--- src/rtl/led_ctrl.sv ---
// ---------------------------------------------------------------------------
// led_ctrl
//
// Mode controller for the board LED bank. Raw push buttons are synchronised,
// debounced and turned into single-cycle press commands. These commands drive
// a four-state mode machine that selects what the LED bank shows:
//   MUX   : ledr[0] is a switch-selected bit, refreshed every cycle
//   RUN   : a rotating one-hot light
//   COUNT : a 16-bit up/down counter
//   BLINK : the switch byte, blinking on and off
// Pattern stepping is paced by an internal prescaler. That prescaler can be
// paused, and the step direction can be reversed.
//
// Parameters
//   TICK_DIV   : clk cycles per pattern step (>= 2)
//   DEB_CYCLES : consecutive stable cycles needed to accept a button change (>= 2)
//
// Ports
//   clk  : system clock, all state changes on the rising edge
//   rst  : synchronous, active-low reset
//   btn  : raw buttons, active-high, bouncing, asynchronous to clk
//          [0]=next mode, [1]=previous mode, [2]=pause/resume,
//          [3]=reverse direction, [4]=clear
//   sw   : switch levels, used directly without synchronisation
//   ledr : registered LED drive
//   mode : registered current mode (0=MUX, 1=RUN, 2=COUNT, 3=BLINK)
// ---------------------------------------------------------------------------
module led_ctrl #(
  parameter int TICK_DIV   = 5000000,
  parameter int DEB_CYCLES = 100000
) (
  input  logic        clk,
  input  logic        rst,
  input  logic [4:0]  btn,
  input  logic [7:0]  sw,
  output logic [15:0] ledr,
  output logic [1:0]  mode
);

  // -------------------------------------------------------------------------
  // Constants
  // -------------------------------------------------------------------------
  localparam int N_BTN = 5;

  localparam int BTN_NEXT  = 0;
  localparam int BTN_PREV  = 1;
  localparam int BTN_PAUSE = 2;
  localparam int BTN_REV   = 3;
  localparam int BTN_CLEAR = 4;

  localparam int DEB_W = (DEB_CYCLES > 2) ? $clog2(DEB_CYCLES) : 1;
  localparam int PRE_W = (TICK_DIV > 2) ? $clog2(TICK_DIV) : 1;

  localparam logic [DEB_W-1:0] DEB_LAST = DEB_W'(DEB_CYCLES - 1);
  localparam logic [PRE_W-1:0] PRE_LAST = PRE_W'(TICK_DIV - 1);

  localparam logic [1:0] MODE_MUX   = 2'd0;
  localparam logic [1:0] MODE_RUN   = 2'd1;
  localparam logic [1:0] MODE_COUNT = 2'd2;
  localparam logic [1:0] MODE_BLINK = 2'd3;

  localparam logic [15:0] RUN_INIT   = 16'h0001;
  localparam logic [15:0] CNT_INIT   = 16'h0000;
  localparam logic        PHASE_INIT = 1'b1;    // BLINK starts in the "on" phase

  // -------------------------------------------------------------------------
  // Button synchronisers (two flops per bit)
  // -------------------------------------------------------------------------
  logic [N_BTN-1:0] sync1_q;
  logic [N_BTN-1:0] sync2_q;

  always_ff @(posedge clk) begin
    if (!rst) begin
      sync1_q <= '0;
      sync2_q <= '0;
    end else begin
      sync1_q <= btn;
      sync2_q <= sync1_q;
    end
  end

  // -------------------------------------------------------------------------
  // Debouncers, one per button
  //
  // The counter tracks how long the synchronised input has disagreed with the
  // accepted level. When it has disagreed with the counter already at
  // DEB_CYCLES-1, the accepted level flips on this edge. The press pulse is
  // raised combinationally in that same cycle, but only for a 0->1 flip. A
  // command therefore takes effect on exactly the edge where the level is
  // accepted.
  // -------------------------------------------------------------------------
  logic [N_BTN-1:0] press;

  generate
    for (genvar gi = 0; gi < N_BTN; gi++) begin : g_deb
      logic [DEB_W-1:0] cnt_q;
      logic [DEB_W-1:0] cnt_d;
      logic             stable_q;
      logic             stable_d;
      logic             differ;
      logic             expire;

      always_comb begin
        differ   = sync2_q[gi] ^ stable_q;
        expire   = differ && (cnt_q == DEB_LAST);
        stable_d = stable_q;
        cnt_d    = '0;
        if (expire) begin
          stable_d = ~stable_q;
        end else if (differ) begin
          cnt_d = cnt_q + 1'b1;
        end
      end

      // Only the accepted rising level is a press; releases are silent.
      assign press[gi] = expire & sync2_q[gi];

      always_ff @(posedge clk) begin
        if (!rst) begin
          cnt_q    <= '0;
          stable_q <= 1'b0;
        end else begin
          cnt_q    <= cnt_d;
          stable_q <= stable_d;
        end
      end
    end
  endgenerate

  // -------------------------------------------------------------------------
  // Command decode
  //
  // Clear overrides every other button in the same cycle. Next and prev
  // pressed together cancel out. Pause and reverse otherwise act independently
  // of a mode change.
  // -------------------------------------------------------------------------
  logic cmd_clear;
  logic cmd_next;
  logic cmd_prev;
  logic cmd_pause;
  logic cmd_rev;
  logic restart;      // pattern and prescaler go back to their init values

  always_comb begin
    cmd_clear = press[BTN_CLEAR];
    cmd_next  = !cmd_clear && press[BTN_NEXT] && !press[BTN_PREV];
    cmd_prev  = !cmd_clear && press[BTN_PREV] && !press[BTN_NEXT];
    cmd_pause = !cmd_clear && press[BTN_PAUSE];
    cmd_rev   = !cmd_clear && press[BTN_REV];
    restart   = cmd_clear || cmd_next || cmd_prev;
  end

  // -------------------------------------------------------------------------
  // Control state: mode, direction, pause, prescaler
  // -------------------------------------------------------------------------
  logic [1:0]       mode_q;
  logic [1:0]       mode_d;
  logic             dir_q;      // 0 = left/up, 1 = right/down
  logic             dir_d;
  logic             paused_q;
  logic             paused_d;
  logic [PRE_W-1:0] pre_q;
  logic [PRE_W-1:0] pre_d;
  logic             tick;

  always_comb begin
    mode_d = mode_q;
    if (cmd_next) begin
      mode_d = mode_q + 2'd1;       // 3 -> 0 by natural wrap
    end else if (cmd_prev) begin
      mode_d = mode_q - 2'd1;       // 0 -> 3 by natural wrap
    end
  end

  always_comb begin
    dir_d    = dir_q ^ cmd_rev;
    paused_d = paused_q ^ cmd_pause;
  end

  // The tick uses the current paused state. A tick that lands in the same
  // cycle as a pause press therefore still steps the pattern.
  assign tick = (pre_q == PRE_LAST) && !paused_q;

  always_comb begin
    pre_d = pre_q;
    if (restart) begin
      pre_d = '0;
    end else if (!paused_q) begin
      pre_d = (pre_q == PRE_LAST) ? '0 : pre_q + 1'b1;
    end
  end

  always_ff @(posedge clk) begin
    if (!rst) begin
      mode_q   <= MODE_MUX;
      dir_q    <= 1'b0;
      paused_q <= 1'b0;
      pre_q    <= '0;
    end else begin
      mode_q   <= mode_d;
      dir_q    <= dir_d;
      paused_q <= paused_d;
      pre_q    <= pre_d;
    end
  end

  // -------------------------------------------------------------------------
  // Pattern state
  //
  // Each pattern keeps its own register, and only the active mode's register
  // steps on a tick. A restart reloads all of them. Steps use the current
  // dir_q, so a reverse press that lands on a tick takes effect from the
  // following tick. A restart outranks a tick, so the init value wins.
  // -------------------------------------------------------------------------
  logic [15:0] run_q;
  logic [15:0] run_d;
  logic [15:0] cnt_q;
  logic [15:0] cnt_d;
  logic        phase_q;
  logic        phase_d;

  always_comb begin
    run_d = run_q;
    if (restart) begin
      run_d = RUN_INIT;
    end else if (tick && (mode_q == MODE_RUN)) begin
      run_d = dir_q ? {run_q[0], run_q[15:1]}     // right: bit0 wraps to bit15
                    : {run_q[14:0], run_q[15]};   // left: bit15 wraps to bit0
    end
  end

  always_comb begin
    cnt_d = cnt_q;
    if (restart) begin
      cnt_d = CNT_INIT;
    end else if (tick && (mode_q == MODE_COUNT)) begin
      cnt_d = dir_q ? cnt_q - 16'd1 : cnt_q + 16'd1;
    end
  end

  always_comb begin
    phase_d = phase_q;
    if (restart) begin
      phase_d = PHASE_INIT;
    end else if (tick && (mode_q == MODE_BLINK)) begin
      phase_d = ~phase_q;
    end
  end

  always_ff @(posedge clk) begin
    if (!rst) begin
      run_q   <= RUN_INIT;
      cnt_q   <= CNT_INIT;
      phase_q <= PHASE_INIT;
    end else begin
      run_q   <= run_d;
      cnt_q   <= cnt_d;
      phase_q <= phase_d;
    end
  end

  // -------------------------------------------------------------------------
  // LED output register
  //
  // The output is built from the next mode and the next pattern state. A
  // mode change therefore shows the new mode's init pattern on the same edge.
  // -------------------------------------------------------------------------
  logic [15:0] ledr_q;
  logic [15:0] ledr_d;

  always_comb begin
    case (mode_d)
      MODE_MUX:   ledr_d = {15'b0, (sw[2] ? sw[1] : sw[0])};
      MODE_RUN:   ledr_d = run_d;
      MODE_COUNT: ledr_d = cnt_d;
      default:    ledr_d = phase_d ? {8'h00, sw} : 16'h0000;
    endcase
  end

  always_ff @(posedge clk) begin
    if (!rst) begin
      ledr_q <= 16'h0000;
    end else begin
      ledr_q <= ledr_d;
    end
  end

  assign ledr = ledr_q;
  assign mode = mode_q;

endmodule
--- config.mk ---
export PLATFORM = sky130hd
export DESIGN_NAME = led_ctrl
export DESIGN_NICKNAME = d
export VERILOG_FILES = /design/src/rtl/led_ctrl.sv
export SDC_FILE = /design/constraint.sdc
export NUM_CORES = 1
export LEC_CHECK = 0
export CORE_MARGIN = 4
export CORE_UTILIZATION = 40
export CTS_CLUSTER_DIAMETER = 80
export DETAILED_ROUTE_END_ITERATION = 16
export SYNTH_ARGS = -nofsm -noshare
export SYNTH_HDL_FRONTEND = slang
export SYNTH_SLANG_ARGS = --single-unit
--- constraint.sdc ---
create_clock -name clk -period 7.7 [get_ports clk]
set_input_delay 0.77 -clock clk [delete_from_list [all_inputs] [get_ports clk]]
set_output_delay 0.77 -clock clk [all_outputs]
set_load 0.01 [all_outputs]
==> results.json <==
{
  "status": "finished clean",
  "post-cts-setup-buffer-count": 0,
  "ios": 33,
  "drv_slew": 0,
  "drc_errors": 0,
  "holdBufCountCts": 0,
  "num_rows": 52,
  "layout-drive-gt1-share_pct": 6.54,
  "slowest_delay_ns": 0.76,
  "wirelength_mm": 16.0,
  "regToRegStartpoint": "dir_q",
  "setup_viol": 0,
  "fin_nets": 990,
  "yosysMostFrequentCell": "dfxtp_1",
  "grt.busiest_layer": "met2",
  "synth_top_cell_by_area": "dfxtp_1",
  "dpl-instance-area_sq_um": 8750,
  "dr.pass1.iters": 4,
  "final_area_sq_um": 9360,
  "die_area_sq_um": 22900,
  "synthCells": 929,
  "synth_top_area_share_pct": 42.9,
  "final_cells": 1234,
  "tightestPinTransition_ns": 1.03,
  "multiInputGateArea_sq_um": 4470,
  "postSynthAreaPerCell_sq_um": 8.85,
  "crit_type": "flip-flop to flip-flop",
  "tns_ns": 0,
  "clk_pin_slew_ns": 0.07,
  "gp_congestion": 0.795,
  "p_leak_uw": 0.00330,
  "final_antenna_net_count": 0,
  "core_area_sq_um": 20200,
  "cp_num_buf_inv": 1,
  "arrival_ns": 3.56,
  "crit_chain": "buf_4, ha_1, nand3_1, o2111ai_1, a41oi_1, o21ai_0, xnor2_1, nor2_1, xnor2_1, o2bb2ai_1",
  "min_period_ns": 3.25,
  "grt_max_degree": 32,
  "cts_tree": "built",
  "ys_warn_count": 0,
  "place_hpwl_mm": 11.2,
  "antenna_found_initial": 0,
  "yosys-top-cells-area": "dfxtp_1, nor2_1, xor2_1, xnor2_1, ha_1",
  "initial_core_util_pct": 40.6,
  "hold-worst-slack_ns": 0.440,
  "min_from": "sync1_q[1]",
  "whs_path_depth": 1,
  "drv_cap": 0,
  "rrSetupSlack_ns": 4.45,
  "skew_ns": 0.0146,
  "critPathMaxFanout": 18,
  "use_met2_pct": 23.0,
  "regArea_sq_um": 3520,
  "synth_edf_count": 0,
  "worstSetupStartpointType": "flip-flop",
  "cts_resized": 0,
  "h-tree-depth": 4,
  "dieHeight_um": 151,
  "reg2reg_depth": 10,
  "grt_pass1_wl_mm": 27.4,
  "power.density_nw_per_um2": 197,
  "dpl.cell_count": 1202,
  "grt_pass1_vias": 5806,
  "grtUsageMet1_pct": 20.2,
  "ys_seq_area_share_pct": 42.9,
  "hold_viol": 0,
  "drtIter0Drc": 221,
  "area_delta_synth_final_pct": 13.9,
  "r2r-end": "ledr[15]",
  "cts-root-buf": "clkbuf_16",
  "overflow": 0,
  "clk_latency_ns": 0.43,
  "synth_seq_cells": 176,
  "synth_common_cells": "dfxtp_1, nor2_1, xor2_1",
  "final_util_pct": 46.3,
  "synth_fp_nets": 968,
  "ys_types": 73,
  "rsz0062_at_grt": "no",
  "slew_headroom_pct": 30.8,
  "fin_crit_sh_pct": 42.2,
  "viasPerCell": 5.02,
  "portBuffers": 32,
  "avgRoutedWirePerCell_um": 12.9,
  "clock.fmax_ghz": 0.308,
  "required_ns": 8.01,
  "ys_async_sr_fraction_pct": 0,
  "cts_buffer_depth": 2,
  "synth_ff_type": "dfxtp_1",
  "cts_buffers": 17,
  "hold_path.class": "flip-flop to flip-flop",
  "synth_area_sq_um": 8220,
  "critPathCaptureType": "flip-flop",
  "vias": 6189,
  "antenna_cells": 0,
  "hold_end": "sync2_q[1]",
  "ir_worst_vdd_v": 0.000132,
  "slowest_stage": "dfxtp_1",
  "fillers": 1960,
  "track_usage_pct": 14.7,
  "grtUsageMet3_pct": 3.71,
  "cp_common_cell": "xnor2_1",
  "die_w_um": 151,
  "cts_sinks": 176,
  "critPathTopFamily": "compound AO/OA/AOI/OAI gates"
}
==> through the flow <==
stage               setup slack, ns  power, uW
floorplan                      5.01        957
global placement               4.40        970
detailed placement             4.34        970
CTS                            4.40       1870
global route                   4.16       1920
finish                         4.45       1850
==> state kept, by name (all words and copies together) (netlist names), 2 cells and up <==
register and flops:
run_q 16, g_deb.cnt_q 85, sync2_q 5, cnt_q 16, sync1_q 5, ledr 16
pre_q 23, g_deb.stable_q 5, mode 2
==> worst register-to-register path, delay by kind of cell, from the launching register on <==
family / cells / cell delay, ns
buf+inv: 1 / 0.43
simple gates: 2 / 0.16
compound gates: 4 / 1.07
xor+xnor: 2 / 0.41
flops: 1 / 0.76
fa+ha+maj: 1 / 0.29
==> kinds of logic after synthesis <==
logic type      after synthesis  synth area share [%]
simple gates                431                  26.0
flops                       176                  42.9
xor+xnor                    114                  12.1
compound gates              103                  8.86
buf+inv                      52                  2.82
mux                          29                  3.56
fa+ha+maj                    24                  3.74
==> where the power goes <==
group / internal, uW / switching [uW] / leakage, uW / total (uW)
sequential: 915 / 3.12 / 0.00142 / 918
combinational: 12.5 / 18.1 / 0.00158 / 30.6
clock: 525 / 374 / 0.000302 / 899
==> layer usage <==
metal	up-vias	part of all wire [%]
met5	-	0
met4	0	0.96
met3	14	3.6
met2	59	44
met1	2867	52
li1	3249	-
==> final cells by class <==
class                           instances  area share (%)
Multi-Input combinational cell        701            47.8
Sequential cell                       176            37.6
Timing Repair Buffer                   34            3.58
Tap cell                              270            3.61
Clock buffer                           18            4.69
Clock inverter                         14            1.90
Inverter                               21           0.842
==> worst max-delay path by stage <==
stage / cells past startpoint / to / slack (ns) / from
floorplan: 10 / ledr[4] / 5.01 / g_deb[0].cnt_q[0]
global placement: 5 / ledr[12] / 4.40 / rst
detailed placement: 5 / ledr[12] / 4.34 / rst
CTS: 9 / ledr[2] / 4.40 / g_deb[0].cnt_q[0]
global route: 9 / ledr[2] / 4.16 / g_deb[1].cnt_q[0]
finish: 10 / ledr[15] / 4.45 / dir_q
==> cell usage in the layout (no fill, tap or decap), drive strengths merged, types with 24 or more instances in the layout <==
cell,netlist,routed
a21oi,24,24
and3,25,25
clkdlybuf4s50,0,32
dfxtp,176,176
inv,21,26
mux2i,27,27
nand2,62,62
nand3,53,53
nor2,172,172
xnor2,47,47
xor2,67,67
Power figures use the tool's default switching activity.
==> variant: new RTL, same flow settings <==
`DEB_CYCLES`: 100000 -> 200000.
--- a/src/rtl/led_ctrl.sv
+++ b/src/rtl/led_ctrl.sv
@@ -27,7 +27,7 @@
 // ---------------------------------------------------------------------------
 module led_ctrl #(
   parameter int TICK_DIV   = 5000000,
-  parameter int DEB_CYCLES = 100000
+  parameter int DEB_CYCLES = 200000
 ) (
   input  logic        clk,
   input  logic        rst,
Check against the original RTL: same outputs for any inputs over 10 cycles, from zero or initial values and one cycle with rst low; that may be too few to reach the edited logic, so the function may still have changed.
==> variant against the original RTL <==
Clock skew is 3.4 ps lower. Routed wire length is 7.2% higher. Core utilization is 0.43 points higher. Setup slack worse by 400 ps. Area after synthesis is 2.7% higher. Total power is 1.1% lower. Global-route usage is 0.18 points higher. Sequential cell count is 5 higher. Via count is 4.1% higher. Clock power is 5.2% lower. Design area is 2.2% higher. First-iteration DRC count is 51% higher. Critical path type unchanged. Critical endpoint is now ledr[14]. Largest cell class unchanged.
==> variant: results (changes against the original RTL) <==
Drt:
- The met3 wirelength from detailed routing is 666 µm (was 573 µm).
- The detail-routed net length per standard cell came to 13.45 µm (was 12.95 µm).
- The routed wire length on met2 is 7.498 mm (was 7.008 mm).
- The via count normalized by instance count is 5.062 (was 5.015).

Finish:
- The final cell utilization of the core is 46.70% (was 46.28%).
- The filler cell count is 2,030 (was 1,960).
- The final net count came to 1,029 (was 990).

Global route:
- The number of global-route vias before repair came to 6,167 (was 5,806).
- The first-pass GRT wire length is 29.51 mm (was 27.41 mm).
- The pin count of the biggest net entering global routing was 38 (was 32).
- The total global routing track utilization is 14.87% (was 14.69%).

Synthesis:
- The multiplexer share of the synthesized area was 3.483% (was 3.562%).
- The xor and xnor fraction of the mapped netlist area is 11.83% (was 12.15%).
- The area fraction in compound gates after synthesis is 8.374% (was 8.858%).
- The adder-cell share of the synthesized area came to 3.646% (was 3.744%).
- Synth top area cells: sky130_fd_sc_hd__dfxtp_1 43%, sky130_fd_sc_hd__nor2_1 8.2%, sky130_fd_sc_hd__xor2_1 6.6% (was sky130_fd_sc_hd__dfxtp_1 43%, sky130_fd_sc_hd__nor2_1 7.9%, sky130_fd_sc_hd__xor2_1 7.1%).

Timing:
- The shortest period the worst path allows is 3642 ps (was 3246 ps).

Placed design:
- The detailed-placement wirelength estimate came to 11.87 mm (was 11.24 mm).
- The routability congestion estimate from global placement is 0.7920 (was 0.7954).
- The placed instance area is 8995 µm² (was 8747 µm²).

Power:
- The static power due to leakage came to 3.365 nW (was 3.299 nW).

Status:
- Run status: finished clean (unchanged).

Setup path:
- The length in cells of the worst reg-to-reg path was 9 (was 10).
- The register-to-register setup slack is 4060 ps (was 4450 ps).
- The worst-path maximum fanout is 37 (was 18).
- The critical path capture point is ledr[14] (was ledr[15]).
- The data arrival time of the critical path was 4010 ps (was 3560 ps).
-- variant: cell count changes after synthesis, sizes merged, moves of 5 or more --
cell / delta
buf: -5
o211ai: -5
a211oi: -7
nor2: +13
a21oi: +17
o32a: -5
or3: -5
nand3: +7
nor2b: +5
dfxtp: +5
and2: +8
nand2: -5
nand4: -7
-- variant: logic make-up after synthesis --
logic type	count (synthesis)
AO/OA/AOI/OAI	109
XOR/XNOR	114
adder cells (fa/ha/maj)	24
buffers and inverters	45
flip-flops	181
multiplexers	29
AND/OR/NAND/NOR	463
-- variant: final cells by class --
class | instances | area share (%)
tap | 270 | 3.529
timing repair buffer | 34 | 3.503
clock inverter | 12 | 1.255
inverter | 17 | 0.6667
clock buffer | 20 | 4.771
sequential | 181 | 37.87
multi-input combinational | 739 | 48.41
-- variant: per-layer routing --
layer | track usage, % | vias up
li1 | - | 3390
met1 | 20.42 | 2971
met2 | 23.16 | 71
met3 | 4.184 | 12
met4 | 3.776 | 0
met5 | 0 | -
-- variant: report_power, final --
group / leakage, nW / internal [W] / switching [W] / total, W
logic: 1.62 / 0.0000125 / 0.0000185 / 0.0000310
registers: 1.46 / 0.000941 / 0.00000338 / 0.000944
clock network: 0.284 / 0.000470 / 0.000382 / 0.000852
-- variant: critical path: stages (launching register included) --
cell and delay (ps):
sky130_fd_sc_hd__dfxtp_2 940, sky130_fd_sc_hd__ha_1 430, sky130_fd_sc_hd__a2111o_1 400, sky130_fd_sc_hd__a311o_1 360
sky130_fd_sc_hd__and3_1 200, sky130_fd_sc_hd__o31a_1 290, sky130_fd_sc_hd__o21a_1 200, sky130_fd_sc_hd__or4_4 480
sky130_fd_sc_hd__o211ai_2 90, sky130_fd_sc_hd__a32o_1 170
